==> config.mk <==
export PLATFORM = sky130hd
export DESIGN_NAME = logic_shift_unit
export DESIGN_NICKNAME = d
export VERILOG_FILES = /design/src/rtl/logic_unit_pkg.sv /design/src/rtl/logic_shift_core.sv /design/src/rtl/logic_shift_unit.sv
export SDC_FILE = /design/constraint.sdc
export NUM_CORES = 1
export LEC_CHECK = 0
export BUFFER_PORTS_ARGS = -buffer_cell sky130_fd_sc_hd__buf_2
export CORE_MARGIN = 3
export CORE_UTILIZATION = 62
export DETAILED_ROUTE_END_ITERATION = 12
export GPL_TIMING_DRIVEN = 0
export HOLD_SLACK_MARGIN = 0.15
export PLACE_DENSITY = 0.84
export SYNTH_ARGS = -nofsm -noshare
export SYNTH_HDL_FRONTEND = slang
export SYNTH_HIERARCHICAL = 1
export SYNTH_SLANG_ARGS = --single-unit
==> constraint.sdc <==
create_clock -name clk -period 4.8 [get_ports clk]
set_clock_uncertainty 0.15 [all_clocks]
set_input_delay 0.24 -clock clk [delete_from_list [all_inputs] [get_ports clk]]
set_output_delay 0.24 -clock clk [all_outputs]
set_load 0.01 [all_outputs]
==> src/rtl/logic_unit_pkg.sv <==
// rtl/logic_unit_pkg.sv - opcode encodings and opcode legality helper for logic_shift_unit
package logic_unit_pkg;

    localparam logic [3:0] OP_AND  = 4'b0000;
    localparam logic [3:0] OP_OR   = 4'b0001;
    localparam logic [3:0] OP_NAND = 4'b0010;
    localparam logic [3:0] OP_NOR  = 4'b0011;
    localparam logic [3:0] OP_XOR  = 4'b0100;
    localparam logic [3:0] OP_XNOR = 4'b0101;
    localparam logic [3:0] OP_NOT  = 4'b0110;
    localparam logic [3:0] OP_PASS = 4'b0111;
    localparam logic [3:0] OP_SHL  = 4'b1000;
    localparam logic [3:0] OP_SHR  = 4'b1001;
    localparam logic [3:0] OP_ASR  = 4'b1010;
    localparam logic [3:0] OP_ROL  = 4'b1011;
    localparam logic [3:0] OP_ROR  = 4'b1100;

    // Encodings above OP_ROR are reserved and flagged as errors.
    function automatic logic is_legal_op(input logic [3:0] op);
        return (op <= OP_ROR);
    endfunction

endpackage

==> src/rtl/logic_shift_core.sv <==
// rtl/logic_shift_core.sv - combinational logic/shift/rotate datapath
//
// Ports:
//   a_i, b_i   operands (shifts use only b_i[SHW-1:0] as the amount)
//   op_i       4-bit opcode
//   res_o      2*WIDTH result; upper half zero except SHL spill and ASR sign fill
//   err_o      opcode is illegal (res_o forced to zero)
module logic_shift_core
    import logic_unit_pkg::*;
#(
    parameter int WIDTH = 16
) (
    input  logic [WIDTH-1:0]   a_i,
    input  logic [WIDTH-1:0]   b_i,
    input  logic [3:0]         op_i,
    output logic [2*WIDTH-1:0] res_o,
    output logic               err_o
);

    localparam int SHW = $clog2(WIDTH);

    logic [SHW-1:0]     sh;
    logic [2*WIDTH-1:0] shl_t;
    logic [2*WIDTH-1:0] asr_t;
    logic [2*WIDTH-1:0] rol_t;
    logic [2*WIDTH-1:0] ror_t;

    assign sh = b_i[SHW-1:0];

    // Rotates are done by shifting a doubled copy of A: the wrapped bits
    // fall naturally into the half we keep.
    assign shl_t = {{WIDTH{1'b0}}, a_i} << sh;
    assign asr_t = $signed({{WIDTH{a_i[WIDTH-1]}}, a_i}) >>> sh;
    assign rol_t = {a_i, a_i} << sh;
    assign ror_t = {a_i, a_i} >> sh;

    always_comb begin
        res_o = '0;
        err_o = !is_legal_op(op_i);
        case (op_i)
            OP_AND:  res_o = {{WIDTH{1'b0}}, a_i & b_i};
            OP_OR:   res_o = {{WIDTH{1'b0}}, a_i | b_i};
            OP_NAND: res_o = {{WIDTH{1'b0}}, ~(a_i & b_i)};
            OP_NOR:  res_o = {{WIDTH{1'b0}}, ~(a_i | b_i)};
            OP_XOR:  res_o = {{WIDTH{1'b0}}, a_i ^ b_i};
            OP_XNOR: res_o = {{WIDTH{1'b0}}, ~(a_i ^ b_i)};
            OP_NOT:  res_o = {{WIDTH{1'b0}}, ~a_i};
            OP_PASS: res_o = {{WIDTH{1'b0}}, a_i};
            OP_SHL:  res_o = shl_t;
            OP_SHR:  res_o = {{WIDTH{1'b0}}, a_i >> sh};
            OP_ASR:  res_o = asr_t;
            OP_ROL:  res_o = {{WIDTH{1'b0}}, rol_t[2*WIDTH-1:WIDTH]};
            OP_ROR:  res_o = {{WIDTH{1'b0}}, ror_t[WIDTH-1:0]};
            default: res_o = '0;
        endcase
    end

endmodule

==> src/rtl/logic_shift_unit.sv <==
// rtl/logic_shift_unit.sv - two-stage valid/ready pipelined logic and shift unit
//
// Ports:
//   clk, RST               clock, synchronous active-high reset
//   A, B, ALU_FUN          request operands and opcode
//   In_Valid / In_Ready    request handshake (In_Ready follows Out_Ready combinationally)
//   Logic_OUT              2*WIDTH result
//   Logic_Flag / Out_Ready result handshake
//   Zero_Flag, Err_Flag    result is zero / opcode illegal, qualified by Logic_Flag
module logic_shift_unit
    import logic_unit_pkg::*;
#(
    parameter int WIDTH = 16
) (
    input  logic               clk,
    input  logic               RST,
    input  logic [WIDTH-1:0]   A,
    input  logic [WIDTH-1:0]   B,
    input  logic [3:0]         ALU_FUN,
    input  logic               In_Valid,
    output logic               In_Ready,
    output logic [2*WIDTH-1:0] Logic_OUT,
    output logic               Logic_Flag,
    input  logic               Out_Ready,
    output logic               Zero_Flag,
    output logic               Err_Flag
);

    // Stage 1: captured request
    logic               s1_valid_q, s1_valid_d;
    logic [WIDTH-1:0]   a_q, a_d;
    logic [WIDTH-1:0]   b_q, b_d;
    logic [3:0]         op_q, op_d;

    // Stage 2: registered result
    logic               out_valid_q, out_valid_d;
    logic [2*WIDTH-1:0] res_q, res_d;
    logic               zero_q, zero_d;
    logic               err_q, err_d;

    logic               out_adv;
    logic               accept;
    logic [2*WIDTH-1:0] core_res;
    logic               core_err;

    logic_shift_core #(
        .WIDTH (WIDTH)
    ) u_core (
        .a_i   (a_q),
        .b_i   (b_q),
        .op_i  (op_q),
        .res_o (core_res),
        .err_o (core_err)
    );

    // Output stage can take new data when empty or being drained this cycle.
    assign out_adv  = !out_valid_q || Out_Ready;
    assign In_Ready = !s1_valid_q || out_adv;
    assign accept   = In_Valid && In_Ready;

    always_comb begin
        s1_valid_d  = s1_valid_q;
        a_d         = a_q;
        b_d         = b_q;
        op_d        = op_q;
        out_valid_d = out_valid_q;
        res_d       = res_q;
        zero_d      = zero_q;
        err_d       = err_q;

        if (accept) begin
            a_d  = A;
            b_d  = B;
            op_d = ALU_FUN;
        end
        // s1 stays full only if it held data that could not move forward.
        s1_valid_d = accept || (s1_valid_q && !out_adv);

        if (out_adv) begin
            out_valid_d = s1_valid_q;
            if (s1_valid_q) begin
                res_d  = core_res;
                zero_d = (core_res == '0);
                err_d  = core_err;
            end
        end
    end

    always_ff @(posedge clk) begin
        if (RST) begin
            s1_valid_q  <= 1'b0;
            a_q         <= '0;
            b_q         <= '0;
            op_q        <= '0;
            out_valid_q <= 1'b0;
            res_q       <= '0;
            zero_q      <= 1'b0;
            err_q       <= 1'b0;
        end else begin
            s1_valid_q  <= s1_valid_d;
            a_q         <= a_d;
            b_q         <= b_d;
            op_q        <= op_d;
            out_valid_q <= out_valid_d;
            res_q       <= res_d;
            zero_q      <= zero_d;
            err_q       <= err_d;
        end
    end

    assign Logic_OUT  = res_q;
    assign Logic_Flag = out_valid_q;
    assign Zero_Flag  = zero_q;
    assign Err_Flag   = err_q;

endmodule
== Word-level counts from Yosys, hierarchy flattened ==
Index checks and enable logic that the tools add are counted.

* Output and inout bits: 36
* Bits in registers: 72
* Word-level logic and storage cells: 46
* Bits of input ports: 40

* Muxes and demuxes: 1
* Reductions and logical operators: 12
* $lt $le $gt $ge: 1
* Shift operators: 5
* Equality and inequality tests: 12
* Bitwise logic cells: 7

{| class="wikitable"
|+ Operators with widths
! cell !! number
|-
| $pmux W32 S13 || 1
|-
| $not A16 Y16 || 4
|-
| $logic_not A32 Y1 || 1
|-
| $shl A16 B4 Y32 || 1
|-
| $shl A32 B4 Y32 || 1
|-
| $shr A32 B4 Y16 || 1
|-
| $sshr A16 B4 Y32 || 1
|-
| $eq A4 B4 Y1 const B || 5
|-
| $and A16 B16 Y16 || 1
|-
| $eq A4 B3 Y1 const B || 4
|-
| $or A16 B16 Y16 || 1
|-
| $shr A16 B4 Y16 || 1
|-
| $xor A16 B16 Y16 || 1
|-
| $eq A4 B2 Y1 const B || 2
|-
| $eq A4 B1 Y1 const B || 1
|-
| $le A4 B4 Y1 const B || 1
|-
| $logic_not A1 Y1 || 4
|-
| $logic_not A4 Y1 || 1
|-
| $logic_or A1 B1 Y1 || 3
|-
| $logic_and A1 B1 Y1 || 2
|-
| $reduce_and A2 Y1 || 1
|}

== Logic depth before layout (Yosys ltp) ==
Gate-level depths: netlist of run 1.

* Depth in word-level cells: 5
* Gate-level depth with buffers: 15
* Mapped depth without buffers: 12

== Modules after synthesis ==
The synthesis of run 1 kept the hierarchy.

{| class="wikitable"
|+ Modules (own cells, without submodules)
! module !! cells each !! instances !! area each (µm²)
|-
| logic_shift_core || 573 || 1 || 4292.9
|-
| logic_shift_unit || 324 || 1 || 2522.4
|}

== Worst setup path before layout of run 1 ==
No wires, ideal clock.

* Kind: flip-flop to flip-flop
* Start: register b_q[3]
* End: register zero_q (netlist: Zero_Flag)
* Data arrival time: 2.710 ns
* Period minus slack after synthesis: 2.929 ns
* Required time: 4.581 ns
* Path slack: 1.871 ns
* Cell stages (with the launch flop): 14
* Cells stage by stage: dfxtp_1 -> clkinv_1 -> buf_4 -> ha_1 -> mux2i_1 -> nor2_1 -> a211oi_1 -> a211oi_1 -> a2111oi_2 -> nor2_1 -> nor4_1 -> nand4_1 -> or4_1 -> o21ai_1

* Longest elaborated chain between the ends: 4

{| class="wikitable"
|+ Ends and longest elaborated chain
! what !! line !! RTL
|-
| start: declaration || logic_shift_unit.sv:32 || <nowiki>logic [WIDTH-1:0] b_q, b_d;</nowiki>
|-
| start signal: assignment || logic_shift_unit.sv:93 || <nowiki>b_q <= '0;</nowiki>
|-
| start signal: assignment || logic_shift_unit.sv:102 || <nowiki>b_q <= b_d;</nowiki>
|-
| parallel branches: the longest is 2 deep, another holds $shr A32 B4 Y16 || n/a ||
|-
| $pmux W32 S13 (*) || logic_shift_core.sv:40 || <nowiki>case (op_i)</nowiki>
|-
| named net core_res[3] || logic_shift_unit.sv:43 || <nowiki>logic [2*WIDTH-1:0] core_res;</nowiki>
|-
| $logic_not A32 Y1 (*) || logic_shift_unit.sv:83 || <nowiki>zero_d = (core_res == '0);</nowiki>
|-
| end signal: assignment || logic_shift_unit.sv:106 || <nowiki>zero_q <= zero_d;</nowiki>
|-
| end: declaration || logic_shift_unit.sv:38 || <nowiki>logic zero_q, zero_d;</nowiki>
|}

Mark *: on every way through the listed nets, which the timed path passes.
A chain may end at the register's enable or synchronous reset.

== Final worst setup path of run 1 ==
Same ends and word-level chain as after synthesis.

==> run_results.csv, run 1 <==
group,metric,value,unit
outcome,outcome,"completed",
clock_network,clockBufferDepth,2,
logic_synthesis,ys_warn_count,6,
route,first_iter_violations,1388,
place,io_buffers,74,
clock_network,cts_buffers,9,
logic_synthesis,syn-num-nets,970,
cells_and_area,fin_util,75.3,%
clock_network,htree_levels,3,
logic_synthesis,post-synth-top-count-cell,"nand2_1",
worst_setup_path,crit_path_start_kind,"register",
sta,period_needed,3750,ps
worst_setup_path,r2r-start,"b_q[3]",
clock_network,cts_setup_buffers,0,
worst_setup_path,cp.required,4960,ps
grt,grtUsageMet1,53.2,%
place,place.gp.congestion,1.07,
power,leakagePower,3.14,nW
logic_synthesis,synthCells,897,
sta,timing.final.crit_share,78.1,%
worst_setup_path,reg2reg_to,"Zero_Flag",
grt,met2_usage,68.2,%
sta,worstMarginPinSlew,832,ps
clock_network,cts_tree,"built",
grt,grt_pass1_vias,7926,
route,wirelength,28000,um
die,rows,37,
grt,grt_overflow,0,
sta,setup-violations-final,0,
job,max-cap-violations,0,
route,first_pass_iters,9,
sta,max-slew-margin-rel,44.0,%
worst_setup_path,arrival,3910,ps
logic_synthesis,synthesis.area,0.00682,mm^2
cells_and_area,diodes,0,
cells_and_area,layout-drive-gt1-share,18.8,%
worst_setup_path,end_kind,"register",
clock_network,clkSinkCount,72,
clock_network,clk_latency,380,ps
die,fp.dieArea,0.0123,mm^2
hold_path,min_path_type,"primary input to register",
logic_synthesis,seq_area_frac_synth,21.1,%
worst_setup_path,reg2regPathDepth,13,
grt,grt_max_degree,14,
die,die_w,111,um
worst_setup_path,path_max_fanout,10,
route,drc_errors,0,
sta,final_hold_viol_count,0,
logic_synthesis,synth_cell_types,65,
worst_setup_path,crit_end,"Zero_Flag",
power,ir_worst_vdd,0.000208,V
worst_setup_path,cp-startpoint,"b_q[3]",
grt,antenna_found_initial,0,
logic_synthesis,synth_ff_type,"dfxtp_1",
power,power,0.00172,W
route,viasPerCell,6.97,
power,p_per_area,217,mW/mm^2
grt,grt_pass1_wl,43200,um
cells_and_area,final_net_count,1094,
route,vias,8094,
die,start_util,64.9,%
clock_network,clk_pin_slew,80,ps
logic_synthesis,synth_edf_count,0,
grt,grt_use_met3,13.5,%
die,core-area,0.0105,mm^2
logic_synthesis,syn_avg_cell_area,7.60,um^2
clock_network,cts_resized,0,
route,wire_per_inst,24.1,um
sta,max_freq,267,MHz
clock_network,root_buffer,"clkbuf_8",
worst_setup_path,path_class,"register to register",
die,die_y,111,um
logic_synthesis,ys_ff_latch,72,
logic_synthesis,synth_top_area_share,21.1,%
die,io-pin-count,76,
place,dpl.hpwl,18800,um
logic_synthesis,netlist.top_cell.by_area,"dfxtp_1",
grt,grtUsageTotal,44.0,%
sta,setup-tns-final,0,ps
logic_synthesis,netlist_top_cells_area,"dfxtp_1, nand2_1, mux2i_1",
logic_synthesis,synth_commonest_cells,"nand2_1, a21oi_1, dfxtp_1, nor2_1, mux2i_1",
sta,rsz0062_at_grt,"false",
sta,drv_slew,0,
worst_setup_path,regToRegSetupSlack,1050,ps
route,ant_nets,0,
cells_and_area,area_growth,16.2,%
logic_synthesis,async_reset_ff_share,0,%
grt,grt-busiest-layer,"met2",
[metrics by stage]
| step | instances | hold slack, ps | area, um^2 | worst slack, ps |
|---|---|---|---|---|
| finish | 1162 | 227 | 7920 | 1050 |
| global route | 1162 | 283 | 7920 | 903 |
| CTS | 1162 | 213 | 7920 | 1170 |
| detailed placement | 1107 | 294 | 7360 | 1190 |
| global placement | 1107 | 289 | 7360 | 1240 |
| floorplan | 897 | 219 | 6820 | 1870 |
[worst max-delay path, cell delays in order (launching register included)]
cell,delay (ps)
dfxtp_1,500
clkinv_1,390
buf_4,310
ha_1,290
mux2i_1,140
nor2_1,60
a211oi_1,210
a211oi_1,150
a2111oi_2,330
nor2_1,180
nor4_1,290
nand4_1,120
or4_1,430
o21ai_1,120
[sequential cells by signal, indices dropped and copies added, names as in the netlist]
| name | flops |
|---|---|
| Err_Flag | 1 |
| Logic_Flag | 1 |
| Logic_OUT | 32 |
| Zero_Flag | 1 |
| a_q | 16 |
| b_q | 16 |
| op_q | 4 |
| s1_valid_q | 1 |
[layout make-up]
type                    instances  area [um^2]
multi-input cells             704         4770
fillers                       750         2590
flip-flops and latches         72         1440
repair buffers                113          761
plain buffers                  84          462
well taps                     136          170
inverters                      37          139
clock buffers                  10          128
clock inverters                 6         43.8
[repair_timing]
action / 4_1_cts / 5_1_grt
endpoints found under the setup margin: 0 / 0
hold buffers: 39 / 0
hold endpoints to repair: 38 / 0
[layout by cell type, fill, tap and decap left out, types with 16 or more instances in the layout]
cell	synthesis	layout
o22ai_1	23	23
mux4_2	16	16
o21ai_0	34	34
clkbuf_1	37	38
nand2_1	171	171
dlygate4sd3_1	0	39
ha_1	33	33
mux2_2	21	21
inv_1	33	33
a21oi_1	111	111
mux2i_1	59	59
buf_2	26	100
nor2_1	60	60
dfxtp_1	72	72
[how the worst min path moves through the flow]
stage / startpoint / endpoint / slack, ps / depth (start not counted)
2_1_floorplan: In_Valid / s1_valid_q / 220 / 2
3_3_place_gp: Logic_OUT[17] / Logic_OUT[17] / 290 / 2
3_5_place_dp: Logic_OUT[17] / Logic_OUT[17] / 290 / 2
4_1_cts: RST / a_q[5] / 210 / 2
5_1_grt: RST / a_q[5] / 280 / 2
6_report: RST / a_q[5] / 230 / 2
[per-layer routing]
metal	vias up	share of wire, %
li1	3436	-
met1	3706	35
met2	746	43
met3	206	14
met4	0	7.5
met5	-	0
[where the power goes]
group | internal [W] | switching (W) | total [W]
Clock | 0.000189 | 0.000263 | 0.000452
Sequential | 0.000623 | 0.0000344 | 0.000657
Combinational | 0.000238 | 0.000373 | 0.000611
[cells by family after synthesis]
logic type / share of synthesized area (%)
flip-flops: 21.1
multiplexers: 21.0
AO/OA/AOI/OAI: 23.3
buffers and inverters: 8.81
AND/OR/NAND/NOR: 18.5
XOR/XNOR: 1.16
adder cells (fa/ha/maj): 6.06
(Power assumes the default switching activity.)
==> run 2, diff against run 1 <==
ABC_AREA = 1   (was default)
CORE_UTILIZATION = 60   (was 62)
PLACE_DENSITY = 0.82   (was 0.84)
clock period = 3.6 ns   (was 4.8 ns; I/O delays follow)
==> run 2 against run 1 <==
  * Via count is 9.2% higher
  * Routed wire length is 2.5% higher
  * Critical endpoint unchanged
  * Register-to-register slack worse by 790 ps
  * Maximum frequency is 12% higher
  * Synthesized cell count is 27% higher
==> run_results.csv, run 2 <==
group,metric,value,unit
power,ir_worst_vdd,0.000303,V
logic_synthesis,synth_edf_count,0,
sta,max_freq,300,MHz
logic_synthesis,ys_warn_count,6,
grt,antenna_found_initial,0,
place,dpl.hpwl,19200,um
logic_synthesis,ys_ff_latch,72,
clock_network,clockBufferDepth,2,
route,wirelength,28700,um
cells_and_area,fin_util,73.5,%
worst_setup_path,end_kind,"register",
die,io-pin-count,76,
clock_network,htree_levels,3,
clock_network,hold_buffers,46,
grt,grtUsageTotal,48.0,%
sta,hold_slack,319,ps
clock_network,cts_tree,"built",
clock_network,cts_resized,0,
sta,final_hold_viol_count,0,
worst_setup_path,crit_path_start_kind,"register",
cells_and_area,layout-drive-gt1-share,11.6,%
power,p_per_area,303,mW/mm^2
die,rows,37,
route,drc_errors,0,
logic_synthesis,synth_commonest_cells,"nand2_1, nand3_1, a21oi_1, nor2_1, o21ai_0",
grt,grt_overflow,0,
logic_synthesis,synth_cell_types,34,
cells_and_area,largest_reg_flops,32,
power,leakagePower,3.77,nW
worst_setup_path,cp.required,3750,ps
worst_setup_path,critPathTopFamily,"simple AND/OR/NAND/NOR gates",
worst_setup_path,critPathMaxStageDelay,470,ps
sta,rsz0062_at_grt,"false",
route,vias,8837,
clock_network,clk_pin_slew,100,ps
logic_synthesis,synthCells,1137,
logic_synthesis,post-synth-top-count-cell,"nand2_1",
die,core-area,0.0104,mm^2
route,ant_nets,0,
logic_synthesis,seq_area_frac_synth,22.3,%
cells_and_area,final_net_count,1341,
worst_setup_path,path_max_fanout,10,
hold_path,min_path_type,"register to register",
clock_network,cts_buffers,9,
worst_setup_path,path_common_cell,"nor2_1",
sta,setup-tns-final,0,ps
logic_synthesis,syn-num-nets,1210,
grt,grt_max_degree,14,
die,fp.dieArea,0.0121,mm^2
sta,drv_slew,0,
job,max-cap-violations,0,
logic_synthesis,synthesis.area,0.00646,mm^2
place,io_buffers,74,
worst_setup_path,crit_slowest_cell,"dfxtp_1",
sta,period_needed,3340,ps
route,wire_per_inst,20.4,um
clock_network,cts_setup_buffers,0,
cells_and_area,layout_commonest_cell,"nand2_1",
grt,grt_pass1_wl,43800,um
sta,max-slew-margin-rel,50.7,%
die,die_y,110,um
clock_network,root_buffer,"clkbuf_8",
grt,grt_pass1_vias,8165,
die,die_w,110,um
clock_network,clk_latency,370,ps
worst_setup_path,path_class,"register to register",
route,first_iter_violations,1684,
outcome,outcome,"completed",
sta,setup-violations-final,0,
logic_synthesis,synth_top_area_share,26.6,%
sta,worstMarginPinSlew,731,ps
clock_network,clkSinkCount,72,
route,first_pass_iters,8,
place,place.gp.congestion,1.09,
die,start_util,62.1,%
cells_and_area,diodes,0,
worst_setup_path,arrival,3490,ps
route,viasPerCell,6.27,
cells_and_area,mostFrequentLayoutCells,"nand2_1, nand3_1, buf_2",
logic_synthesis,syn_avg_cell_area,5.69,um^2
logic_synthesis,netlist_top_cells_area,"nand2_1, dfxtp_1, nand3_1",
cells_and_area,area_growth,18.4,%
logic_synthesis,netlist.top_cell.by_area,"nand2_1",
logic_synthesis,async_reset_ff_share,0,%
logic_synthesis,synth_ff_type,"dfxtp_1",
worst_setup_path,crit_chain,"nor2_1 > nand2_1 > clkbuf_1 > o21ai_0 > nor3_1 > nand2_1 > nor2_1 > nand2_1 > nor2_1 > nand2_1 > nor2_1 > nand3_1 > nor2_1 > nor2_1 > nor2_1",
worst_setup_path,crit_buf_inv,1,
sta,timing.final.crit_share,92.7,%
## run 2: cell count changes after synthesis, sizes merged, moves of 24 or more
| cell | previous run | this run |
|---|---|---|
| mux2 | 31 | 0 |
| a21oi | 111 | 78 |
| nand3 | 9 | 164 |
| clkbuf | 37 | 13 |
| nand2 | 171 | 463 |
| o21ai | 41 | 79 |
| mux2i | 64 | 0 |
| inv | 36 | 84 |
## run 2: final cells by class
type,count,area (um^2)
Inverter,85,324
Buffer,53,325
Tap cell,136,170
Sequential cell,72,1440
Clock inverter,5,37.5
Multi-Input combinational cell,927,4370
Clock buffer,11,151
Fill cell,878,2760
Timing Repair Buffer,120,831
## run 2: cell families after synthesis
family / after synthesis / share of synthesized area, %
AND/OR/NAND/NOR: 725 / 47.0
AO/OA/AOI/OAI: 169 / 14.3
buffers and inverters: 138 / 10.0
flip-flops: 72 / 22.3
adder cells (fa/ha/maj): 33 / 6.39
## run 2: final timing paths
check | slack (ps) | end | from | cells past startpoint
worst max-delay path | 260 | Zero_Flag | op_q[1] | 15
worst min-delay path | 320 | Logic_OUT[11] | Logic_OUT[11] | 2
worst max register to register | 260 | Zero_Flag | op_q[1] | 15
worst min register to register | 320 | Logic_OUT[11] | Logic_OUT[11] | 2
## run 2: through the flow
step	total power (W)	instance area (um^2)	worst slack, ps	cells
CTS	0.00224	7650	562	1409
global route	0.00239	7650	251	1409
floorplan	0.00135	6460	1450	1137
global placement	0.00156	7010	601	1347
detailed placement	0.00158	7010	630	1347
finish	0.00232	7650	262	1409
## run 2: worst min-delay path, cell delays in order (launching register included)
cell     delay, ps
dfxtp_1        320
nand2_1         60
a21oi_1         50
## run 2: power by group
part           leakage [nW]  internal, W  switching, W  total (W)
combinational          3.09     0.000253      0.000516   0.000769
clock                0.0924     0.000292      0.000358   0.000650
sequential            0.590     0.000838     0.0000620   0.000900
## run 2: metal layers
| layer | part of all wire, % | global-route usage, % | routed length (um) |
|---|---|---|---|
| met4 | 8.9 | 33.9 | 2570 |
| met1 | 36 | 59.5 | 10300 |
| met3 | 15 | 15.6 | 4360 |
| met2 | 40 | 69.5 | 11500 |
| met5 | 0 | 1.34 | 0 |
